[src/rtl/flush_ctrl.sv]
// Pipeline flush/redirect controller: arbitrates mispredicts against per-stage exceptions,
// holds a per-stage kill mask, drains memory before trap entry, then emits one redirect pulse.
module flush_ctrl #(
    parameter int DATA_WIDTH   = 64,
    parameter int NUM_STAGES   = 5,
    parameter int BR_STAGE     = 2,
    parameter int CAUSE_W      = 8,
    parameter int FLUSH_CYCLES = 1,
    parameter int COUNT_W      = 32
) (
    input  logic                             clk,
    input  logic                             rst,
    input  logic                             enable,
    input  logic                             br_valid,
    input  logic [DATA_WIDTH-1:0]            br_pred_pc,
    input  logic [DATA_WIDTH-1:0]            br_actual_pc,
    input  logic [NUM_STAGES-1:0]            exc_valid,
    input  logic [NUM_STAGES*CAUSE_W-1:0]    exc_cause,
    input  logic [NUM_STAGES*DATA_WIDTH-1:0] exc_pc,
    input  logic [DATA_WIDTH-1:0]            trap_vector,
    input  logic                             mem_busy,
    output logic [NUM_STAGES-1:0]            flush,
    output logic                             stall,
    output logic                             redirect_valid,
    output logic [DATA_WIDTH-1:0]            redirect_pc,
    output logic                             trap_valid,
    output logic [CAUSE_W-1:0]               trap_cause,
    output logic [DATA_WIDTH-1:0]            trap_epc,
    output logic [COUNT_W-1:0]               mispredict_cnt,
    output logic [COUNT_W-1:0]               exception_cnt
);
    localparam int IDX_W = (NUM_STAGES > 1) ? $clog2(NUM_STAGES) : 1;
    localparam int CNT_W = (FLUSH_CYCLES > 1) ? $clog2(FLUSH_CYCLES) : 1;
    localparam logic [NUM_STAGES-1:0] BR_MASK  = NUM_STAGES'((64'd1 << BR_STAGE) - 64'd1);
    localparam logic [CNT_W-1:0]      CNT_INIT = CNT_W'(FLUSH_CYCLES - 1);

    localparam logic [1:0] S_IDLE  = 2'd0;
    localparam logic [1:0] S_FLUSH = 2'd1;
    localparam logic [1:0] S_DRAIN = 2'd2;
    localparam logic [1:0] S_REDIR = 2'd3;

    logic [1:0]            state, state_d;
    logic [CNT_W-1:0]      cnt, cnt_d;
    logic [NUM_STAGES-1:0] mask, mask_d, exc_mask;
    logic [DATA_WIDTH-1:0] target;
    logic                  is_exc;
    logic [IDX_W-1:0]      exc_idx;
    logic                  mispredict, exc_any, take_exc, accept;

    // Highest set index is the oldest faulting instruction; later iterations override.
    always_comb begin
        exc_idx  = '0;
        exc_mask = '0;
        for (int s = 0; s < NUM_STAGES; s++)
            if (exc_valid[s]) exc_idx = IDX_W'(s);
        for (int s = 0; s < NUM_STAGES; s++)
            exc_mask[s] = (IDX_W'(s) <= exc_idx);
    end

    assign mispredict = br_valid && (br_pred_pc != br_actual_pc);
    assign exc_any    = |exc_valid;
    // An exception younger than the branch is killed by the mispredict.
    assign take_exc   = exc_any && (!mispredict || (int'(exc_idx) >= BR_STAGE));
    assign accept     = (state == S_IDLE) && enable && (mispredict || exc_any);

    always_comb begin
        state_d = state;
        cnt_d   = cnt;
        mask_d  = mask;
        case (state)
            S_IDLE: if (accept) begin
                state_d = S_FLUSH;
                cnt_d   = CNT_INIT;
                mask_d  = take_exc ? exc_mask : BR_MASK;
            end
            S_FLUSH: begin
                if (cnt == '0) state_d = (is_exc && mem_busy) ? S_DRAIN : S_REDIR;
                else           cnt_d   = cnt - 1'b1;
            end
            S_DRAIN: if (!mem_busy) state_d = S_REDIR;
            default: state_d = S_IDLE;
        endcase
    end

    always_ff @(posedge clk or posedge rst) begin
        if (rst) begin
            state          <= S_IDLE;
            cnt            <= '0;
            mask           <= '0;
            target         <= '0;
            is_exc         <= 1'b0;
            flush          <= '0;
            stall          <= 1'b0;
            redirect_valid <= 1'b0;
            redirect_pc    <= '0;
            trap_valid     <= 1'b0;
            trap_cause     <= '0;
            trap_epc       <= '0;
            mispredict_cnt <= '0;
            exception_cnt  <= '0;
        end else begin
            state          <= state_d;
            cnt            <= cnt_d;
            mask           <= mask_d;
            flush          <= (state_d == S_FLUSH || state_d == S_DRAIN) ? mask_d : '0;
            stall          <= (state_d != S_IDLE);
            redirect_valid <= (state_d == S_REDIR);
            trap_valid     <= (state_d == S_REDIR) && is_exc;
            if (state_d == S_REDIR) redirect_pc <= target;
            if (accept) begin
                is_exc <= take_exc;
                if (take_exc) begin
                    target        <= trap_vector;
                    trap_cause    <= exc_cause[exc_idx*CAUSE_W +: CAUSE_W];
                    trap_epc      <= exc_pc[exc_idx*DATA_WIDTH +: DATA_WIDTH];
                    exception_cnt <= exception_cnt + 1'b1;
                end else begin
                    target         <= br_actual_pc;
                    mispredict_cnt <= mispredict_cnt + 1'b1;
                end
            end
        end
    end
endmodule

[config.mk]
export PLATFORM = sky130hd
export DESIGN_NAME = flush_ctrl
export DESIGN_NICKNAME = d
export VERILOG_FILES = /design/src/rtl/flush_ctrl.sv
export SDC_FILE = /design/constraint.sdc
export NUM_CORES = 1
export LEC_CHECK = 0
export BUFFER_PORTS_ARGS = -buffer_cell sky130_fd_sc_hd__buf_2
export CAP_MARGIN = 20
export CORE_AREA = 2 2 300 302
export DETAILED_ROUTE_END_ITERATION = 10
export DIE_AREA = 0 0 302 304
export REMOVE_ABC_BUFFERS = 1
export SLEW_MARGIN = 20
export SYNTH_ARGS = -nofsm -noshare
export SYNTH_HDL_FRONTEND = slang
export SYNTH_SLANG_ARGS = --single-unit
[constraint.sdc]
create_clock -name clk -period 10.5 [get_ports clk]
set_clock_uncertainty 0.15 [all_clocks]
set_input_delay 1.05 -clock clk [delete_from_list [all_inputs] [get_ports clk]]
set_output_delay 1.05 -clock clk [all_outputs]
set_load 0.01 [all_outputs]
After elaboration in Yosys (flattened, before gate mapping)
Index checks and enable logic that the tools add are counted.
W data, S select, Z words.
{"block": "word_totals", "reg_bits": 281, "out_inout_bits": 208, "elab_cells": 67}
{"block": "op_classes", "addsub": 3, "order_cmp": 6, "n_eq_ne": 7, "shift": 2, "mux": 17, "bitwise_logic": 1, "reduce_logical": 17}
{"operator": "$shiftx A320 B10 Y64", "n": 1}
{"operator": "$add A32 B1 Y32 const B", "n": 2}
{"operator": "$mux W64", "n": 1}
{"operator": "$ne A64 B64 Y1", "n": 1}
{"operator": "$shiftx A40 B7 Y8", "n": 1}
{"operator": "$mux W5", "n": 4}
{"operator": "$mux W3", "n": 3}
{"operator": "$eq A2 B2 Y1 const B", "n": 3}
{"operator": "$le A1 B3 Y1 const A", "n": 2}
{"operator": "$le A2 B3 Y1 const A", "n": 2}
{"operator": "$logic_and A1 B1 Y1", "n": 6}
{"operator": "$mux W2", "n": 3}
{"operator": "$pmux W2 S3", "n": 1}
{"operator": "$reduce_and A2 Y1", "n": 3}
{"operator": "$reduce_or A5 Y1", "n": 1}
{"operator": "$eq A2 B1 Y1 const B", "n": 2}
{"operator": "$mux W1", "n": 4}
{"operator": "$reduce_bool A2 Y1", "n": 2}
{"operator": "$ge A3 B2 Y1 const B", "n": 1}
{"operator": "$le A3 B3 Y1 const A", "n": 1}
{"operator": "$logic_or A1 B1 Y1", "n": 3}
{"operator": "$logic_not A2 Y1", "n": 1}
{"operator": "$ne A2 B2 Y1 const B", "n": 1}
{"operator": "$pmux W1 S2", "n": 1}
{"operator": "other kinds (3)", "n": 3}

Logic depth before layout (Yosys ltp)
Gate-level depths: netlist of run 1.
{"block": "depth", "word_depth": 11, "depth_mapped": 12, "depth_no_buf": 9}

Least setup slack after synthesis of run 1
OpenSTA, ideal clock, no wires.
{"block": "synth_timing", "kind": "input-to-reg", "startpoint": "input br_pred_pc[40]", "endpoint": "register redirect_pc[10]", "arrival_time_ns": 3.666, "path_slack_ns": 6.560, "path_stages": 12, "n_path_buf": 3, "path_cell_list": "xnor2_1 -> nand4_1 -> nor4_1 -> nand4_1 -> a31oi_1 -> clkbuf_1 -> a41o_1 -> inv_1 -> ha_1 -> clkbuf_1 -> clkbuf_1 -> mux2_2"}
{"block": "synth_between", "elab_chain_cells": 7}
{"item": "start, declared", "line_no": "15", "rtl": "input logic [DATA_WIDTH-1:0] br_pred_pc,"}
{"item": "$ne A64 B64 Y1", "line_no": "60", "rtl": "assign mispredict = br_valid && (br_pred_pc != br_actual_pc);"}
{"item": "$logic_and A1 B1 Y1", "line_no": "60"}
{"item": "$logic_or A1 B1 Y1", "line_no": "64", "rtl": "assign accept = (state == S_IDLE) && enable && (mispredict || exc_any);"}
{"item": "$logic_and A1 B1 Y1", "line_no": "64"}
{"item": "$mux W2", "line_no": "71", "rtl": "S_IDLE: if (accept) begin"}
{"item": "$pmux W2 S3", "line_no": "70", "rtl": "case (state)"}
{"item": "net state_d[0]", "line_no": "42", "rtl": "logic [1:0] state, state_d;"}
{"item": "$eq A2 B2 Y1", "line_no": "109", "rtl": "if (state_d == S_REDIR) redirect_pc <= target;"}
{"item": "end signal, assigned", "line_no": "109"}
{"item": "end, declared", "line_no": "25", "rtl": "output logic [DATA_WIDTH-1:0] redirect_pc,"}
The timed path passes the listed nets, and every way through them passes these cells.
A chain may end at the register's enable or synchronous reset.

Worst setup path in the final report of run 1
{"block": "layout_timing", "startpoint": "input br_pred_pc[4]", "endpoint": "register redirect_pc[46]"}
Same word-level chain as after synthesis.

==> results of run 1 <==
## layer usage
metal,vias to the layer above,part of all wire,track usage
met4,16,0.029,0.0358
li1,6724,-,-
met1,6895,0.43,0.192
met3,146,0.081,0.0376
met5,-,0.0013,0
met2,685,0.46,0.251
## state kept, by name (all words and copies together), names as in the netlist
register        count
redirect_pc        64
stall               1
state               2
trap_epc           64
is_exc              1
target             64
exception_cnt      32
mispredict_cnt     32
redirect_valid      1
trap_cause          8
mask                5
flush               5
trap_valid          1
## cell usage in the layout, fill, tap and decap left out, drive strengths merged, types with 2 or more instances in the layout
cell type and instances:
nand2 238, ha 9, dfrtp 280, and4 6, inv 16, clkbuf 44, a221oi 4, xnor2 101
nor4 19, a22oi 67, and3 10, nand3 17, xor2 25, nor2 83, buf 790, and2 8
o31ai 66, nand2b 2, mux2i 71, nor2b 66, a21oi 5, or3 2, o2bb2ai 2, clkinv 9
nand4 45, o21ai 9, nor3 11, a211oi 133, mux2 67, diode 4
## report_power, final
group          switching [W]  leakage [nW]  internal (W)
registers           0.000194          3.61       0.00146
clock network       0.000465         0.486      0.000600
logic                0.00102          6.15      0.000712
total                0.00168          10.2       0.00277
## cell families (layout without fill, tap and decap cells)
logic type	count (synthesis)	count (layout)	share of synthesized area
adder cells (fa/ha/maj)	9	9	0.00763
buffers and inverters	124	860	0.0326
other	0	4	0
XOR/XNOR	126	126	0.0748
AND/OR/NAND/NOR	508	508	0.163
flip-flops	280	280	0.475
AO/OA/AOI/OAI	294	294	0.148
multiplexers	138	138	0.0993
## path summary, 6_finish.rpt
kind,endpoint,slack (ns),cells after the start
max in group asynchronous,target[62],7.55,4
min in group asynchronous,exception_cnt[9],0.44,2
worst max-delay path,redirect_pc[46],6.33,11
worst min-delay path,mask[0],0.31,1
worst min register to register,mask[0],0.31,1
worst max register to register,redirect_pc[46],7.10,10
## cell type report
class / instances / area share
diodes: 4 / 0.000479
flip-flops and latches: 280 / 0.335
repair buffers: 790 / 0.193
well taps: 1176 / 0.0705
clock buffers: 44 / 0.0419
multi-input cells: 1075 / 0.351
clock inverters: 12 / 0.00443
inverters: 14 / 0.00300
## metrics by stage
step	worst slack, ns	hold slack (ns)
3_5_place_dp	5.72	0.293
6_report	6.33	0.309
3_3_place_gp	5.20	0.291
5_1_grt	6.28	0.330
2_1_floorplan	1.58	0.273
4_1_cts	6.38	0.314
==> results.toml, run 1 <==
[run_status]
outcome = "finished, final reports clean"

[logic_synthesis]
async_flop_share = 1.00
synth_commonest_cells = "dfrtp_1, nand2_1, a211oi_1"
ys_top_cells_by_area = "dfrtp_1, a211oi_1, nand2_1"
synth_top_cell_area_share = 0.475
ys_warn_count = 0
yosys.area.top_type = "dfrtp_1"
synth_flop_cell = "dfrtp_1"
ys_types = 45
syn_area_per_cell_sq_um = 9.98
syn_area_sq_um = 14800
synth-seq-cells = 280
synth_cells = 1479
synth_edf_count = 0
yosysSeqAreaShare = 0.475
synth.most_common_cell = "dfrtp_1"

[finish]
nNetsFinal = 2763
register_area_sq_um = 7010
fill_cells = 9773
stdcell_count = 3395
fin_area_sq_um = 20900
drive_above_1_share = 0.417
multi_input_comb_area_sq_um = 7340
fin_util = 0.235
area_growth_pct = 41.5

[cts]
cts_tree = "done"
cts_resized = 0
clk_latency_ns = 0.60
root_buffer = "clkbuf_16"
cts_htree_levels = 1
cts-buffers-inserted = 31
postCtsSetupBuffers = 0
clock_sinks = 280
clk_path_buf_depth = 3
ctsHoldBuffers = 0
clk_pin_slew_ns = 0.06

[flow_run]
cap_violations = 0

[pwr]
p_per_area_nw_per_um2 = 213
ir_drop_uv = 132
power.leakage_nw = 10.2
totalPowerFinal_w = 0.00445

[grt]
grt_first_pass_wirelength_um = 99500
grt_pass1_vias = 13800
antenna_found_initial = 40
grt_max_degree = 132
gr-total-overflow = 0
grt_usage = 0.150

[routing]
vias = 14500
drt-total-wl_um = 72700
dr.pass1.iters = 6
drc = 0
ant_nets = 0
via_per_inst = 4.26
drt_iter0_markers = 898
post_drt_wl_per_cell_um = 21.4

[critical_path]
rr_startpoint = "state[0]"
crit_start = "br_pred_pc[4]"
worstSetupPathType = "in2reg"
path_max_fanout = 46
path_cells = "buf_2 > xnor2_1 > nand4_1 > nor4_2 > nand4_1 > a31oi_4 > a41o_1 > inv_1 > ha_4 > buf_4 > mux2_2"
worstPathArrival_ns = 4.51
cpLargestDelayFamily = "simple AND/OR/NAND/NOR gates"
crit_top_cell = "nand4_1"
critPathMaxStageDelay_ns = 0.85
crit_path_end_kind = "flop"
crit_path_start_kind = "input pin"
cpMaxStageDelayCell = "nor4_2"
worst-path-buf-inv = 3
cp_data_required_time_ns = 10.83

[placed_design]
post-dp-hpwl_um = 60200
place_inst = 3335
placed_cell_area_sq_um = 19900
gp_congestion = 0.874
portBuffers = 769

[die]
die_w_um = 302
pin_count = 770
row_count = 110
core_area_sq_um = 89000
die_y_um = 304
fp.dieArea_sq_um = 91800
initial_core_util = 0.166

[timing]
fin_tns_setup_ns = 0
finalSetupViolations = 0
min_period_over_period = 0.398
relSlewSlack = 0.283
grt_setup_unrepaired = "no"
finalHoldViolCount = 0
slew_violations = 0
fmax_mhz = 240
fin_crit_ns = 4.17
worst_pin_slew_ns = 1.08

[worst_hold_path]
min_from = "mask[0]"
hold_path_class = "reg2reg"
(Power assumes the default switching activity.)
==> run 2, diff against run 1 <==
Settings changed: CORE_AREA 2 2 300 302 to 2 2 296 298, DIE_AREA 0 0 302 304 to 0 0 298 300.
Clock period 10.5 ns to 3.8 ns, I/O delays scaled along.
==> results.toml, run 2 (synthesis results as in run 1) <==
[die]
fp.dieArea_sq_um = 89400
initial_core_util = 0.171
die_w_um = 298
pin_count = 770
row_count = 108
core_area_sq_um = 86200
die_y_um = 300

[critical_path]
rr_endpoint = "redirect_pc[62]"
worstPathArrival_ns = 3.77
crit_path_end_kind = "flop"
path_max_fanout = 45
rrSetupSlack_ns = 0.69
endpoint = "target[39]"
cp_data_required_time_ns = 4.07
crit_path_start_kind = "input pin"
rr_startpoint = "state[0]"
reg2regPathDepth = 9
crit_start = "br_pred_pc[18]"
worstSetupPathType = "in2reg"

[grt]
antenna_found_initial = 29
grt_first_pass_wirelength_um = 102000
grt_max_degree = 134
gr-total-overflow = 0
grt_pass1_vias = 15100
grt_usage = 0.155

[finish]
top_regs = "redirect_pc (64), target (64), trap_epc (64)"
nNetsFinal = 2966
area_growth_pct = 56.8
fin_util = 0.268
final_common_cell = "buf_2"
layout_common_cells = "buf_2, dfrtp_1, nand2_1"
drive_above_1_share = 0.389

[cts]
postCtsSetupBuffers = 0
cts_tree = "done"
clk_pin_slew_ns = 0.06
root_buffer = "clkbuf_16"
clk_path_buf_depth = 3
clock_sinks = 280
cts_htree_levels = 2
cts-buffers-inserted = 36
clk_latency_ns = 0.54

[timing]
relSlewSlack = 0.317
worst_pin_slew_ns = 1.02
fin_tns_setup_ns = 0
worst_slack_ns = 0.308
finalHoldViolCount = 0
min_period_over_period = 0.919
grt_setup_unrepaired = "no"
finalSetupViolations = 0
fmax_mhz = 286
fin_crit_ns = 3.49
slew_violations = 0

[placed_design]
portBuffers = 769
post-dp-hpwl_um = 59000
place_ws_ns = -0.383
gp_congestion = 0.864

[routing]
dr.pass1.iters = 5
vias = 15300
via_per_inst = 4.27
drc = 0
drt_iter0_markers = 892
ant_nets = 0
drt-total-wl_um = 72900
post_drt_wl_per_cell_um = 20.3

[pwr]
p_per_area_nw_per_um2 = 564
ir_drop_uv = 518
power.leakage_nw = 11.1

[worst_hold_path]
hold_path_class = "in2reg"

[run_status]
outcome = "finished, final reports clean"

[flow_run]
cap_violations = 0
[run 2: power breakdown]
part	switching (W)	leakage (nW)	internal [W]
Sequential	0.000556	3.61	0.00403
Clock	0.00136	0.570	0.00206
Combinational	0.00284	6.88	0.00221
Total	0.00475	11.1	0.00830
[run 2: layer usage]
metal / track usage / wire length, um
met2: 0.255 / 34000
met4: 0.0591 / 2790
met3: 0.0436 / 5720
met1: 0.193 / 30300
met5: 0 / 91
[run 2: worst max-delay path, stage by stage]
cell and delay (ns):
buf_2 0.11, xnor2_1 0.18, nand4_1 0.25, nor4_1 0.76, nand4_1 0.41, and4_4 0.51
buf_12 0.27, a22oi_1 0.24, dlygate4sd3_1 0.58, nand2_1 0.06
[run 2: per-stage QoR]
stage	power (W)	instance area [sq um]	hold WS, ns	cells
floorplan	0.00718	14300	0.273	1369
CTS	0.0133	23100	0.00428	3572
finish	0.0131	23100	0.0505	3584
global placement	0.00942	20100	0.290	3325
detailed placement	0.00952	20100	0.300	3325
global route	0.0139	23100	0.0272	3582
[run 2: area by class of cell]
| class | count | area (sq um) |
|---|---|---|
| sequential | 280 | 7010 |
| fill | 9276 | 63100 |
| timing repair buffer | 988 | 6090 |
| multi-input combinational | 1075 | 7330 |
| tap | 1155 | 1450 |
| clock buffer | 46 | 998 |
| clock inverter | 14 | 171 |
| antenna | 12 | 30.0 |
| inverter | 14 | 62.6 |
[run 2: timing repair]
action                     in CTS  in global routing
setup endpoints to repair       0                 14
hold endpoints to repair      213                  0
hold buffers                  187                  0
resized for setup               0                  1
[run 2: worst min-delay path by stage]
stage / cells past startpoint / endpoint / slack, ns / startpoint
finish: 3 / trap_epc[8] / 0.05 / exc_pc[264]
CTS: 3 / trap_epc[8] / 0.004 / exc_pc[264]
floorplan: 1 / mask[0] / 0.27 / mask[0]
global placement: 1 / mask[0] / 0.29 / mask[0]
global route: 3 / trap_cause[3] / 0.03 / exc_cause[35]
detailed placement: 2 / target[1] / 0.30 / target[1]
==> run 3, diff against run 2 <==
Settings changed: BUFFER_PORTS_ARGS -buffer_cell sky130_fd_sc_hd__buf_2 to -buffer_cell sky130_fd_sc_hd__buf_4, SLEW_MARGIN 20 to 25.
Clock period 3.8 ns to 4.5 ns, I/O delays scaled along.
==> results.toml, run 3 (synthesis results as in run 1) <==
[critical_path]
cp_data_required_time_ns = 4.83
path_cells = "dlygate4sd3_1 > buf_4 > xnor2_1 > nand4_1 > nor4_1 > buf_4 > and4_1 > o21a_4 > buf_12 > a22oi_1 > dlygate4sd3_1 > nand2_1"
cpLargestDelayFamily = "buffers and inverters"
worst-path-buf-inv = 5
crit_path_start_kind = "input pin"
worstSetupPathType = "in2reg"
critPathMaxStageDelay_ns = 0.61
reg2regPathDepth = 9
worstPathArrival_ns = 3.99
crit_cells = 12
cpMaxStageDelayCell = "dlygate4sd3_1"
path_max_fanout = 39
crit_path_end_kind = "flop"

[routing]
ant_nets = 0
dr.pass1.iters = 5
drt-total-wl_um = 73700
vias = 14900
drc = 0
post_drt_wl_per_cell_um = 21.0
via_per_inst = 4.23
drt_iter0_markers = 796

[grt]
grt_first_pass_wirelength_um = 103000
grt_usage = 0.157
grt_pass1_vias = 14700
antenna_found_initial = 24
grt_max_degree = 134
gr-total-overflow = 0

[worst_hold_path]
min_delay_path_depth = 3
hold_path_class = "in2reg"

[cts]
cts_tree = "done"
clk_latency_ns = 0.55
cts-buffers-inserted = 35
root_buffer = "clkbuf_16"
cts_resized = 0
cts_htree_levels = 2
clk_path_buf_depth = 3
clock_sinks = 280
clk_pin_slew_ns = 0.05

[pwr]
ir_drop_uv = 383
p_sw_frac = 0.354
power.leakage_nw = 11.3
totalPowerFinal_w = 0.0114
p_int_w = 0.00734
p_per_area_nw_per_um2 = 468
switchingPower_w = 0.00402
pwr-share-clk = 0.249
p_comb_frac = 0.408
seq_power_share = 0.343

[finish]
fin_util = 0.282
area_growth_pct = 64.5
top_regs = "redirect_pc (64), target (64), trap_epc (64)"
fin_area_sq_um = 24300
fill_cells = 9244
final_common_cell = "buf_4"
stdcell_count = 3508
nNetsFinal = 2891
layout_common_cells = "buf_4, dfrtp_1, nand2_1"
drive_above_1_share = 0.398

[timing]
worst_pin_slew_ns = 1.02
relSlewSlack = 0.320
fin_hold_ws_ns = 0.0506
grt_setup_unrepaired = "no"
finalSetupViolations = 0
fin_crit_ns = 3.66
min_period_over_period = 0.813
fmax_mhz = 273
finalHoldViolCount = 0
slew_violations = 0

[placed_design]
place_inst = 3320
placed_cell_area_sq_um = 21900
gp_congestion = 0.857
post-dp-hpwl_um = 60100
portBuffers = 769

[die]
die_w_um = 298
row_count = 108
core_area_sq_um = 86200
pin_count = 770
die_y_um = 300
initial_core_util = 0.171
fp.dieArea_sq_um = 89400

[flow_run]
cap_violations = 0

[run_status]
outcome = "finished, final reports clean"
run 3: cell types whose count changed in the layout (fill, tap and decap cells not counted), sizes merged:
cell / change
dlygate4sd3: -69
diode: -2
buf: -5
clkinvlp: -2
clkinv: +1
bufinv: -1
clkbuf: +2
run 3: layer usage:
layer	share of wire	up-vias	global-route usage
met3	0.099	114	0.0634
met5	0.0013	-	0
met4	0.032	16	0.0546
met1	0.40	7109	0.188
met2	0.47	621	0.254
li1	-	6996	-
run 3: final cells by class:
class | count | area (sq um) | area share
Antenna cell | 10 | 25.0 | 0.00103
Clock buffer | 48 | 1010 | 0.0414
Clock inverter | 12 | 131 | 0.00541
Inverter | 14 | 62.6 | 0.00258
Multi-Input combinational cell | 1075 | 7330 | 0.302
Sequential cell | 280 | 7010 | 0.289
Tap cell | 1155 | 1450 | 0.0595
Timing Repair Buffer | 914 | 7270 | 0.299
run 3: final timing paths:
kind,start,to,slack [ns]
setup / recovery,br_actual_pc[34],target[62],0.84
hold / removal,trap_vector[59],target[59],0.05
setup reg to reg,state[0],redirect_pc[42],1.25
hold reg to reg,target[41],target[41],0.31
max in group asynchronous,rst,target[29],2.61
min in group asynchronous,rst,exception_cnt[8],0.50
run 3: timing repair:
| item | CTS | global route |
|---|---|---|
| hold buffers | 118 | 0 |
| setup buffers | 0 | 0 |
| endpoints found under the hold margin | 164 | 0 |
| setup endpoints to repair | 0 | 0 |
run 3: worst reg2reg max path, delay by kind of cell, from the launching register on:
kind	cells	cell delay, ns
adder cells (fa/ha/maj)	2	1.01
AO/OA/AOI/OAI	3	0.73
flip-flops	1	0.41
multiplexers	1	0.46
AND/OR/NAND/NOR	1	0.13
buffers and inverters	2	0.23
run 3: power groups by stage:
stage	logic, W	registers, W	clock network (W)
after CTS	0.00473	0.00391	0.00294
after global routing	0.00505	0.00401	0.00305
after floorplan	0.00195	0.00411	0
after detailed placement	0.00457	0.00395	0
after global placement	0.00453	0.00391	0
final	0.00463	0.00390	0.00283
run 3: stage by stage:
stage | setup TNS [ns] | setup slack, ns
floorplan | -1420.79 | -3.82
global placement | 0 | 0.731
detailed placement | 0 | 0.605
CTS | 0 | 0.846
global route | 0 | 0.708
finish | 0 | 0.842
